## src/rtl/a2d_seq.sv

```systemverilog
// a2d_seq -- round-robin sequencer for the external 8-channel SPI A2D.
//
// Each conversion takes two SPI transactions with the same command word.
// The first transaction only loads the channel address into the A2D. The
// second returns that channel's 12-bit result, which is stored in the
// holding register the round-robin pointer selects. Four signals are
// sampled in turn: left load cell (ch0), right load cell (ch4), steering
// pot (ch5) and battery (ch6).
//
// Ports:
//   clk        in   system clock
//   rst_n      in   asynchronous active-low reset
//   nxt        in   single-cycle request to start the next conversion
//   done       in   SPI master transaction complete (1-cycle pulse)
//   rd_data    in   [15:0] word received by the SPI master
//   wrt        out  SPI master start-transaction pulse (registered)
//   cmd        out  [15:0] SPI command word, held from one wrt to the next
//   lft_ld     out  [11:0] left load cell result   (ch0)
//   rght_ld    out  [11:0] right load cell result  (ch4)
//   steer_pot  out  [11:0] steering pot result     (ch5)
//   batt       out  [11:0] battery result          (ch6)
//   cnv_cmplt  out  1-cycle pulse after a result register updates
//   a2d_err    out  sticky SPI timeout flag, cleared only by reset
module a2d_seq #(
  parameter int TMO_CYCLES = 4096
) (
  input  logic        clk,
  input  logic        rst_n,
  input  logic        nxt,
  input  logic        done,
  input  logic [15:0] rd_data,
  output logic        wrt,
  output logic [15:0] cmd,
  output logic [11:0] lft_ld,
  output logic [11:0] rght_ld,
  output logic [11:0] steer_pot,
  output logic [11:0] batt,
  output logic        cnv_cmplt,
  output logic        a2d_err
);

  // The counter is at least 12 bits wide and grows if TMO_CYCLES needs it.
  localparam int CW = ($clog2(TMO_CYCLES + 1) > 12) ? $clog2(TMO_CYCLES + 1) : 12;
  localparam logic [CW-1:0] TMO_LAST = CW'(TMO_CYCLES - 1);

  typedef enum logic [1:0] {
    IDLE,
    CMD,
    GAP,
    READ
  } state_t;

  state_t        state;
  state_t        state_nxt;
  logic [1:0]    rr_ptr;
  logic [CW-1:0] tmo_cnt;
  logic [2:0]    chan;
  logic [15:0]   chan_cmd;
  logic          start_wrt;
  logic          capture;
  logic          tmo_hit;
  logic          timeout;
  logic          unused_hi;

  // The A2D returns only 12 significant bits. The top nibble is dropped.
  assign unused_hi = ^rd_data[15:12];

  // Map the round-robin slot to the physical A2D channel. The channel
  // number sits in bits [13:11] of the command word.
  always_comb begin
    chan = 3'd0;
    case (rr_ptr)
      2'd0:    chan = 3'd0;
      2'd1:    chan = 3'd4;
      2'd2:    chan = 3'd5;
      default: chan = 3'd6;
    endcase
    chan_cmd = {2'b00, chan, 11'h000};
  end

  // The counter was cleared on the wrt edge. When it reaches TMO_LAST, the
  // transaction has waited TMO_CYCLES clocks without a done.
  assign tmo_hit = (tmo_cnt == TMO_LAST);

  // State register.
  always_ff @(posedge clk or negedge rst_n) begin
    if (!rst_n) state <= IDLE;
    else        state <= state_nxt;
  end

  // Next-state logic and the per-cycle decisions the datapath registers act
  // on. A done that arrives on the timeout clock wins over the timeout.
  always_comb begin
    state_nxt = state;
    start_wrt = 1'b0;
    capture   = 1'b0;
    timeout   = 1'b0;
    case (state)
      IDLE: begin
        if (nxt) begin
          start_wrt = 1'b1;
          state_nxt = CMD;
        end
      end
      CMD: begin
        if (done) begin
          state_nxt = GAP;
        end else if (tmo_hit) begin
          timeout   = 1'b1;
          state_nxt = IDLE;
        end
      end
      GAP: begin
        start_wrt = 1'b1;
        state_nxt = READ;
      end
      READ: begin
        if (done) begin
          capture   = 1'b1;
          state_nxt = IDLE;
        end else if (tmo_hit) begin
          timeout   = 1'b1;
          state_nxt = IDLE;
        end
      end
      default: state_nxt = IDLE;
    endcase
  end

  // Datapath registers. A timeout leaves rr_ptr alone, so the next nxt
  // retries the same channel.
  always_ff @(posedge clk or negedge rst_n) begin
    if (!rst_n) begin
      rr_ptr    <= 2'd0;
      tmo_cnt   <= '0;
      wrt       <= 1'b0;
      cmd       <= 16'h0000;
      cnv_cmplt <= 1'b0;
      a2d_err   <= 1'b0;
      lft_ld    <= 12'h000;
      rght_ld   <= 12'h000;
      steer_pot <= 12'h000;
      batt      <= 12'h000;
    end else begin
      wrt       <= start_wrt;
      cnv_cmplt <= capture;

      if (start_wrt) begin
        cmd     <= chan_cmd;
        tmo_cnt <= '0;
      end else if (state == CMD || state == READ) begin
        tmo_cnt <= tmo_cnt + 1'b1;
      end

      if (timeout) a2d_err <= 1'b1;

      if (capture) begin
        rr_ptr <= rr_ptr + 2'd1;
        case (rr_ptr)
          2'd0:    lft_ld    <= rd_data[11:0];
          2'd1:    rght_ld   <= rd_data[11:0];
          2'd2:    steer_pot <= rd_data[11:0];
          default: batt      <= rd_data[11:0];
        endcase
      end
    end
  end

endmodule

```

## config.mk

```make
export PLATFORM = sky130hd
export DESIGN_NAME = a2d_seq
export DESIGN_NICKNAME = d
export VERILOG_FILES = /design/src/rtl/a2d_seq.sv
export SDC_FILE = /design/constraint.sdc
export NUM_CORES = 1
export LEC_CHECK = 0
export BUFFER_PORTS_ARGS = -buffer_cell sky130_fd_sc_hd__buf_4
export CAP_MARGIN = 20
export CORE_MARGIN = 3
export CORE_UTILIZATION = 56
export DETAILED_ROUTE_END_ITERATION = 7
export PLACE_DENSITY_LB_ADDON = 0.2
export SYNTH_ARGS = -nofsm -noshare
export SYNTH_HDL_FRONTEND = slang
export SYNTH_SLANG_ARGS = --single-unit
```

## constraint.sdc

```tcl
create_clock -name clk -period 3.1 [get_ports clk]
set_input_delay 0.31 -clock clk [delete_from_list [all_inputs] [get_ports clk]]
set_output_delay 0.31 -clock clk [all_outputs]
set_load 0.01 [all_outputs]
```

==> results.rst, run 1 <==
.. list-table::
   :header-rows: 1

   * - Metric
     - Value
   * - Run status
     - finished clean
   * - Final Total Pwr
     - around 0.0039 W
   * - Number of antenna-violating nets in the routed design
     - 0
   * - Via density per instance
     - 5.26
   * - Count of vias placed by the detailed router
     - 1,966
   * - Vias in the first global route
     - 1,972
   * - Number of instances resized during post-cts repair
     - 0
   * - Relative max-transition margin
     - 42.9%
   * - Combined area of all synthesized cells
     - between 0.003 and 0.004 sq mm
   * - Worst endpoint required time
     - 3.32 ns
   * - Horizontal die dimension
     - ~81 um
   * - CTS H-tree depth
     - 3
   * - Number of buffers added for setup after CTS
     - 0
   * - Cell with the most instances after synthesis
     - dfrtp_1
   * - Number of warnings issued by yosys
     - 0
   * - Post-synthesis sequential area ratio
     - around 56%
   * - Port buffer count
     - ~70
   * - Hold-fix buffer count after cts
     - 0
   * - Reg-to-Reg Start
     - state[0]
   * - Starting DRC count in detailed routing
     - 64
   * - Top fanout value on the critical path
     - 12
   * - Post-Synthesis Mean Instance Area
     - 14.1 sq um
   * - Total global-route track usage
     - 20.4%
   * - Final weighted congestion in routability-driven placement
     - approximately 0.76
   * - Endpoints failing hold
     - 0
   * - Main flop type after synthesis
     - dfrtp_1
   * - Number of antenna violations at the first check in global routing
     - 0
   * - Starting density of the core
     - between 60% and 70%
   * - Half-perimeter wire length of the detailed placement result
     - 4.18 mm
   * - CTS Buffer Depth
     - 2
   * - Layout overhead on the synthesized area
     - 22.1%
   * - Peak ir drop on the vdd network
     - 0.000530 V
   * - IO Count
     - 87
   * - Maximum number of pins on one net before global-route repair
     - 72
   * - Overflow left after global routing
     - 0
   * - Maximum achievable frequency
     - 545 MHz
   * - Period utilization
     - 59.2%
   * - Ant diodes
     - 0
   * - Global-route wire length before repair
     - 10.1 mm
   * - Setup_tns
     - 0 ns
   * - Data arrival time at the worst-slack endpoint
     - 2.05 ns
   * - Routed wire length per instance
     - ~17 um
   * - Worst reg-to-reg path cell count
     - 3
   * - Slew at the pin closest to its max-slew limit
     - ~0.86 ns
   * - Die footprint
     - 0.00664 sq mm
   * - Crit Path Class
     - reg -> reg
   * - CORE AREA
     - 0.00530 sq mm
   * - Clock latency on the worst-skew pair
     - 0.33 ns
   * - Total leakage power
     - 2.04 nW
   * - Ranking of synthesized cells by area
     - dfrtp_1 56%, mux2_4 19%, buf_4 3.1%
   * - Cell row count
     - 26
   * - Endpoint kind of the worst setup timing path
     - register
   * - Setup Skew
     - 0.00456 ns
   * - Buffer type at the clock tree root
     - clkbuf_8
   * - # nets final
     - 325
   * - Post-synth top cells
     - 71 x dfrtp_1, 40 x mux2_4, 21 x nand2_1, 13 x buf_4, 8 x mux2_2
   * - Clock transition at path regs
     - 0.07 ns
   * - Number of storage elements in the synthesis netlist
     - 71
   * - Total routed wirelength
     - 6.18 mm
   * - Share of cells above drive strength 1
     - 46.1%
   * - Kind of start point of the critical path
     - register
   * - Clock net sink count
     - 71
   * - Max-slew violation count
     - 0
   * - Async SR Flop Fraction
     - 100%
   * - RR Endpoint
     - steer_pot[2]
   * - Number of maximum-capacitance violations
     - 0
   * - Flop-to-flop setup slack
     - 1.27 ns
   * - Power density cells
     - approximately 1000 mW/mm^2
   * - Number of buffers added by the clock tree synthesis step
     - 9
   * - Total iterations of the first detailed-routing run
     - 4
   * - Time the final worst path needs with I/O delays and setup
     - 1.83 ns
   * - Clock tree from TritonCTS
     - yes
   * - Number of enable-type register cells in the synthesized netlist
     - 0
   * - Die height
     - 81.5 um
   * - Final setup violation count
     - 0
   * - Post-synthesis instance total
     - 226
   * - Biggest area consumer among synthesized cells
     - dfrtp_1
   * - RSZ-0062 raised after global routing
     - no
   * - Post-detailed-route DRC marker count
     - 0
   * - Worst min-delay path category
     - in -> async
   * - Number of different library cells in the post-synthesis netlist
     - 34
   * - Yosys top cell area share
     - 55.7%
cell usage in the layout, fill, tap and decap left out, drive strengths merged:
master  count
dfrtp      71
buf        70
mux2       48
nand2      25
conb       13
clkbuf     13
inv         7
o21ai       7
ha          6
nand3       5
nor4        4
a21oi       4
mux2i       3
o31ai       3
o41ai       3
o311ai      3
nand2b      2
or4         2
or3         2
clkinv      2
nand4       2
o21bai      1
and3        1
xnor2       1
nor3        1
o211ai      1
nor2        1
a31o        1
o221ai      1
bufinv      1
stage by stage:
stage / setup slack [ns] / area (sq um) / instances / hold slack (ns) / utilization [%]
floorplan: 1.64 / 3240 / 238 / 0.0144 / -
global placement: 1.28 / 3690 / 358 / 0.457 / 69.5
detailed placement: 1.28 / 3690 / 358 / 0.460 / 69.5
CTS: 1.26 / 3900 / 374 / 0.119 / 73.5
global route: 1.16 / 3900 / 374 / 0.156 / 73.5
finish: 1.27 / 3900 / 374 / 0.0913 / 73.5
flip-flops by register name, summed over array words and instances (netlist names):
register,cells
state,2
wrt,1
a2d_err,1
lft_ld,12
tmo_cnt,13
cmd,3
rght_ld,12
rr_ptr,2
cnv_cmplt,1
steer_pot,12
batt,12
cells by family after synthesis:
kind of cell    count (synthesis)  share of synthesized area [%]
simple gates                   45                           7.76
xor+xnor                        1                          0.274
mux                            51                           22.6
fa+ha+maj                       6                           2.35
other cells                     1                          0.117
flops                          71                           55.7
compound gates                 24                           5.33
buf+inv                        27                           5.92
worst max-delay path by stage:
stage	from	end	slack, ns	cells after the start
after detailed placement	state[0]	lft_ld[4]	1.28	3
after floorplan	state[0]	batt[0]	1.64	6
after global routing	state[0]	lft_ld[4]	1.16	3
after CTS	state[0]	lft_ld[4]	1.26	3
final	state[0]	steer_pot[2]	1.27	3
after global placement	state[0]	steer_pot[4]	1.28	3
cell type report:
class,instances,area (sq um)
fill,371,1410
clock buffer,13,169
timing repair buffer,70,526
tap,70,87.6
sequential,71,1780
multi-input combinational,140,1270
inverter,7,26.3
clock inverter,3,40.0
critical path, cell delays in order (launching register included):
cell     delay (ns)
dfrtp_1        0.51
and3_1         0.57
nand2_4        0.28
mux2_4         0.36
report_power, final:
part / internal, W / total, W / switching, W / leakage [nW]
clock network: 0.000436 / 0.000760 / 0.000325 / 0.109
logic: 0.000913 / 0.00155 / 0.000635 / 1.04
registers: 0.00131 / 0.00157 / 0.000265 / 0.892
total: 0.00266 / 0.00388 / 0.00123 / 2.04
layer usage:
metal  vias to the layer above  wire length [um]  global-route usage, %
met5                         -                 0                      0
met4                         0               121                   9.80
met3                        12               346                   3.73
met2                        66              2980                   31.4
met1                       967              2740                   28.2
li1                        921                 -                      -
No activity file was read; power rests on OpenSTA's default activity.
==> run 2, diff against run 1 <==
--- a/config.mk
+++ b/config.mk
@@ -8,7 +8,7 @@
 export BUFFER_PORTS_ARGS = -buffer_cell sky130_fd_sc_hd__buf_4
 export CAP_MARGIN = 20
 export CORE_MARGIN = 3
-export CORE_UTILIZATION = 56
+export CORE_UTILIZATION = 52
 export DETAILED_ROUTE_END_ITERATION = 7
 export PLACE_DENSITY_LB_ADDON = 0.2
 export SYNTH_ARGS = -nofsm -noshare
==> constraint.sdc (replaced) <==
create_clock -name clk -period 1.8 [get_ports clk]
set_input_delay 0.18 -clock clk [delete_from_list [all_inputs] [get_ports clk]]
set_output_delay 0.18 -clock clk [all_outputs]
set_load 0.01 [all_outputs]
==> results.rst, run 2 (same netlist as run 1, synthesis figures left out) <==
.. list-table::
   :header-rows: 1

   * - Metric
     - Value
   * - Top reg by flops
     - tmo_cnt
   * - Buffer type at the clock tree root
     - clkbuf_8
   * - Number of buffers added by the clock tree synthesis step
     - 9
   * - Routed wire length per instance
     - 16.6 um
   * - Number of antenna-violating nets in the routed design
     - 0
   * - Critical path's largest stage delay
     - 0.45 ns
   * - Comb power frac
     - 41.4%
   * - CTS Buffer Depth
     - 2
   * - Net switching fraction of the power
     - 32.5%
   * - IO Count
     - 87
   * - Crit Path Class
     - reg -> reg
   * - Port buffer count
     - 69
   * - Total met2 wirelength after detailed routing
     - 3.03 mm
   * - WL met3
     - roughly 350 um
   * - Die footprint
     - 0.00711 sq mm
   * - Most common library cell in the layout ignoring fill and taps
     - buf_4
   * - Worst min-delay path category
     - in -> reg
   * - Sequential group share of total power
     - 40.1%
   * - Levels on crit path
     - 4
   * - Ant diodes
     - 0
   * - Number of buffers added for setup after CTS
     - 0
   * - Number of buffer and inverter stages on the critical path
     - 0
   * - Cell type group with the largest total delay on the critical path
     - simple AND/OR/NAND/NOR gates
   * - Crit-path cells
     - ha_1, o311ai_2, or4_1, a21oi_1
   * - Hold-fix buffer count after cts
     - 1
   * - Kind of start point of the critical path
     - register
   * - Post-layout util
     - 69.1%
   * - Hold Crit Depth
     - 2
   * - Maximum number of pins on one net before global-route repair
     - 62
   * - Worst reg-to-reg path cell count
     - 4
   * - Run status
     - finished clean
   * - Endpoint kind of the worst setup timing path
     - register
   * - Time the final worst path needs with I/O delays and setup
     - 1.55 ns
   * - Highest Signal Layer
     - met4
   * - Clock transition at path regs
     - 0.08 ns
   * - Post-route standard cell area excluding fillers
     - 0.00395 sq mm
   * - Share of cells above drive strength 1
     - 46.6%
   * - Relative max-transition margin
     - between 60% and 70%
   * - Placement Cell Area
     - 0.00375 sq mm
   * - Slew at the pin closest to its max-slew limit
     - 0.558 ns
   * - Number of antenna violations at the first check in global routing
     - 0
   * - CTS H-tree depth
     - 3
   * - Via density per instance
     - between 5 and 6
   * - Period utilization
     - 85.9%
   * - Horizontal die dimension
     - 84.3 um
   * - Starting DRC count in detailed routing
     - 85
   * - Leading cell types in the layout, fill and taps excluded
     - 75 x buf_4, 71 x dfrtp_1, 40 x mux2_4, 21 x nand2_1, 13 x conb_1
   * - Total iterations of the first detailed-routing run
     - 4
   * - CORE AREA
     - 0.00571 sq mm
   * - Count of vias placed by the detailed router
     - 1,984
   * - Half-perimeter wire length of the detailed placement result
     - between 4 and 5 mm
   * - Worst endpoint required time
     - 2.07 ns
   * - Switching power summed over all nets
     - 0.00218 W
   * - Clock net sink count
     - between 70 and 80
   * - Total leakage power
     - 2.06 nW
   * - Layout overhead on the synthesized area
     - 23.7%
   * - Final setup violation count
     - 0
   * - Maximum achievable frequency
     - about 650 MHz
   * - Power density cells
     - 1690 mW/mm^2
   * - Total routed wirelength
     - about 6.4 mm
   * - # nets final
     - 332
   * - Largest register FFs
     - 13
   * - Clock tree from TritonCTS
     - yes
   * - Slowest cell on the critical path
     - or4_1
   * - Data arrival time at the worst-slack endpoint
     - 1.81 ns
   * - Design internal power
     - 0.00451 W
   * - Overflow left after global routing
     - 0
   * - Number of instances resized during post-cts repair
     - 0
   * - Routed met1 length
     - 2.93 mm
   * - RSZ-0062 raised after global routing
     - no
   * - Starting density of the core
     - 55.9%
   * - Total global-route track usage
     - 18.9%
   * - Vias in the first global route
     - 2,029
   * - Die height
     - 84.3 um
   * - Global-route wire length before repair
     - 10.6 mm
   * - Top fanout value on the critical path
     - 7
   * - Post-detailed-route DRC marker count
     - 0
   * - Final weighted congestion in routability-driven placement
     - 0.782
   * - Cell row count
     - 27
   * - Number of maximum-capacitance violations
     - 0
   * - Flop-to-flop setup slack
     - 0.25 ns
   * - Clock latency on the worst-skew pair
     - 0.34 ns
   * - Max-slew violation count
     - 0
   * - Peak ir drop on the vdd network
     - 0.000891 V
   * - Setup_tns
     - 0 ns
   * - Endpoints failing hold
     - 0
   * - Setup Skew
     - roughly 0.0057 ns
   * - Clk pwr share
     - 18.5%
-- run 2: final timing paths --
path | from | end
setup / recovery | tmo_cnt[0] | tmo_cnt[10]
hold / removal | done | state[0]
setup reg to reg | tmo_cnt[0] | tmo_cnt[10]
hold reg to reg | cmd[11] | cmd[11]
max in group asynchronous | rst_n | state[0]
min in group asynchronous | rst_n | state[1]
-- run 2: worst register-to-register path, cell delays in order, from the launching register on --
cell and delay [ns]:
dfrtp_1 0.39, ha_1 0.25, o311ai_2 0.23, or4_1 0.45
a21oi_1 0.16
-- run 2: per-stage QoR --
step | power, W | instances | worst slack, ns | hold WS (ns)
finish | 0.00669 | 383 | 0.254 | 0.0435
global route | 0.00710 | 383 | 0.184 | 0.0280
CTS | 0.00675 | 383 | 0.249 | 0.0302
detailed placement | 0.00550 | 366 | 0.289 | 0.0341
global placement | 0.00541 | 366 | 0.298 | 0.0320
floorplan | 0.00422 | 238 | 0.341 | -0.116
-- run 2: final cells by class --
cell class,count,area [sq um]
clock buffers,11,131
inverters,7,26.3
clock inverters,5,58.8
well taps,72,90.1
fillers,400,1760
repair buffers,77,593
flip-flops and latches,71,1780
multi-input cells,140,1270
-- run 2: metal layers --
metal,vias up,global-route usage [%]
met3,8,5.69
met4,0,5.61
met1,989,26.3
met2,56,28.8
li1,931,-
met5,-,0
-- run 2: power by group through the flow --
stage / Combinational [W] / Sequential (W) / Clock (W)
finish: 0.00277 / 0.00268 / 0.00124
detailed placement: 0.00280 / 0.00270 / 0
global route: 0.00298 / 0.00277 / 0.00135
floorplan: 0.00132 / 0.00290 / 0
global placement: 0.00273 / 0.00268 / 0
CTS: 0.00281 / 0.00268 / 0.00127
==> run 3, diff against run 2 <==
--- a/config.mk
+++ b/config.mk
@@ -7,8 +7,10 @@
 export LEC_CHECK = 0
 export BUFFER_PORTS_ARGS = -buffer_cell sky130_fd_sc_hd__buf_4
 export CAP_MARGIN = 20
+export CELL_PAD_IN_SITES_DETAIL_PLACEMENT = 1
+export CELL_PAD_IN_SITES_GLOBAL_PLACEMENT = 1
 export CORE_MARGIN = 3
-export CORE_UTILIZATION = 52
+export CORE_UTILIZATION = 42
 export DETAILED_ROUTE_END_ITERATION = 7
 export PLACE_DENSITY_LB_ADDON = 0.2
 export SYNTH_ARGS = -nofsm -noshare
==> results.rst, run 3 (same netlist as run 1, synthesis figures left out) <==
.. list-table::
   :header-rows: 1

   * - Metric
     - Value
   * - Number of instances resized during post-cts repair
     - 0
   * - Share of cells above drive strength 1
     - 46.9%
   * - Clock latency on the worst-skew pair
     - 0.34 ns
   * - Number of buffers added for setup after CTS
     - 0
   * - Ant diodes
     - 0
   * - Buffer type at the clock tree root
     - clkbuf_8
   * - Flop-to-flop setup slack
     - 0.16 ns
   * - Vias in the first global route
     - 2,174
   * - Horizontal die dimension
     - approximately 93 um
   * - Clock net sink count
     - 71
   * - Run status
     - finished clean
   * - Layout overhead on the synthesized area
     - 24.7%
   * - Total global-route track usage
     - 17.0%
   * - Die height
     - 93.2 um
   * - # nets final
     - 332
   * - Starting density of the core
     - between 40% and 50%
   * - Crit Path Class
     - reg -> reg
   * - Peak ir drop on the vdd network
     - ~0.0007 V
   * - Worst Setup Slack post-DPL
     - 0.140 ns
   * - Die footprint
     - 0.00868 sq mm
   * - Relative max-transition margin
     - 61.0%
   * - Total iterations of the first detailed-routing run
     - 4
   * - Maximum achievable frequency
     - around 600 MHz
   * - Clock tree from TritonCTS
     - yes
   * - CTS Buffer Depth
     - 2
   * - Global-route wire length before repair
     - ~11 mm
   * - Number of antenna violations at the first check in global routing
     - 0
   * - Worst min-delay path category
     - in -> reg
   * - Most common library cell in the layout ignoring fill and taps
     - buf_4
   * - Maximum number of pins on one net before global-route repair
     - 32
   * - Total routed wirelength
     - 6.85 mm
   * - Number of buffers added by the clock tree synthesis step
     - 9
   * - Port buffer count
     - slightly below 70
   * - Endpoints failing hold
     - 0
   * - Clock transition at path regs
     - 0.07 ns
   * - Kind of start point of the critical path
     - register
   * - Starting DRC count in detailed routing
     - 66
   * - Cell row count
     - 31
   * - Post-route standard cell area excluding fillers
     - ~0.004 sq mm
   * - Power density cells
     - around 1700 mW/mm^2
   * - Smallest hold slack
     - approximately 0.054 ns
   * - Post-detailed-route DRC marker count
     - 0
   * - Data arrival time at the worst-slack endpoint
     - 1.86 ns
   * - Leading cell types in the layout, fill and taps excluded
     - 74 x buf_4, 71 x dfrtp_1, 40 x mux2_4, 21 x nand2_1, 13 x conb_1
   * - Period utilization
     - between 90% and 100%
   * - Setup_tns
     - 0 ns
   * - Slew at the pin closest to its max-slew limit
     - 0.584 ns
   * - Largest register FFs
     - 13
   * - Endpoint kind of the worst setup timing path
     - register
   * - Number of maximum-capacitance violations
     - 0
   * - Max-slew violation count
     - 0
   * - Top reg by flops
     - tmo_cnt
   * - RSZ-0062 raised after global routing
     - no
   * - IO Count
     - 87
   * - Worst endpoint required time
     - 2.02 ns
   * - Half-perimeter wire length of the detailed placement result
     - 4.90 mm
   * - Hold-fix buffer count after cts
     - 1
   * - Count of vias placed by the detailed router
     - around 2,000
   * - Post-layout util
     - 54.3%
   * - Final setup violation count
     - 0
   * - CORE AREA
     - 0.00733 sq mm
   * - Routed wire length per instance
     - 16.7 um
   * - Via density per instance
     - 4.85
   * - Total leakage power
     - between 2 and 2.5 nW
   * - Number of antenna-violating nets in the routed design
     - 0
   * - CTS H-tree depth
     - 3
   * - Placement Cell Area
     - roughly 0.0038 sq mm
   * - Min setup slack post-route
     - 0.161 ns
   * - Final weighted congestion in routability-driven placement
     - 0.717
   * - Overflow left after global routing
     - 0
   * - Time the final worst path needs with I/O delays and setup
     - 1.64 ns
   * - Top fanout value on the critical path
     - 12
   * - Filler cell count in the final layout
     - between 700 and 800
   * - Setup Skew
     - 0.00740 ns
-- run 3: cell types whose count changed in the layout (fill, tap and decap cells not counted) --
cell / before / now
clkbuf_8: 9 / 10
clkinv_2: 1 / 2
buf_12: 1 / 2
bufinv_16: 1 / 0
buf_4: 75 / 74
clkbuf_1: 2 / 1
-- run 3: area by class of cell --
| class | count | area, sq um | share of cell area (%) |
|---|---|---|---|
| repair buffers | 77 | 606 | 15.2 |
| clock buffers | 11 | 141 | 3.55 |
| inverters | 7 | 26.3 | 0.660 |
| clock inverters | 5 | 33.8 | 0.849 |
| multi-input cells | 140 | 1270 | 31.9 |
| well taps | 99 | 124 | 3.11 |
| flip-flops and latches | 71 | 1780 | 44.7 |
-- run 3: power by group --
| part | leakage [nW] | switching, W | internal, W |
|---|---|---|---|
| Clock | 0.0853 | 0.000592 | 0.000535 |
| Sequential | 0.892 | 0.000413 | 0.00225 |
| Combinational | 1.08 | 0.00118 | 0.00165 |
-- run 3: critical path, cell delays in order, from the launching register on --
cell and delay (ns):
dfrtp_1 0.36, and3_1 0.52, nand2_4 0.28, mux2_4 0.36
-- run 3: final timing paths --
path / start / endpoint / cells after the start
max: state[0] / lft_ld[8] / 3
min: done / state[0] / 2
max reg2reg: state[0] / lft_ld[8] / 3
min reg2reg: a2d_err / a2d_err / 1
max in group asynchronous: rst_n / cmd[11] / 3
min in group asynchronous: rst_n / lft_ld[5] / 2
-- run 3: per-stage QoR --
stage / cells / power [W]
after floorplan: 238 / 0.00422
after global placement: 393 / 0.00546
after detailed placement: 393 / 0.00557
after CTS: 410 / 0.00672
after global routing: 410 / 0.00708
final: 410 / 0.00662
-- run 3: layer usage --
| metal | global-route usage, % | up-vias | wire length, um |
|---|---|---|---|
| met1 | 22.5 | 998 | 3040 |
| met2 | 27.3 | 51 | 3400 |
| met5 | 0 | - | 0 |
| met4 | 6.59 | 0 | 104 |
| met3 | 3.86 | 10 | 296 |
| li1 | - | 930 | - |
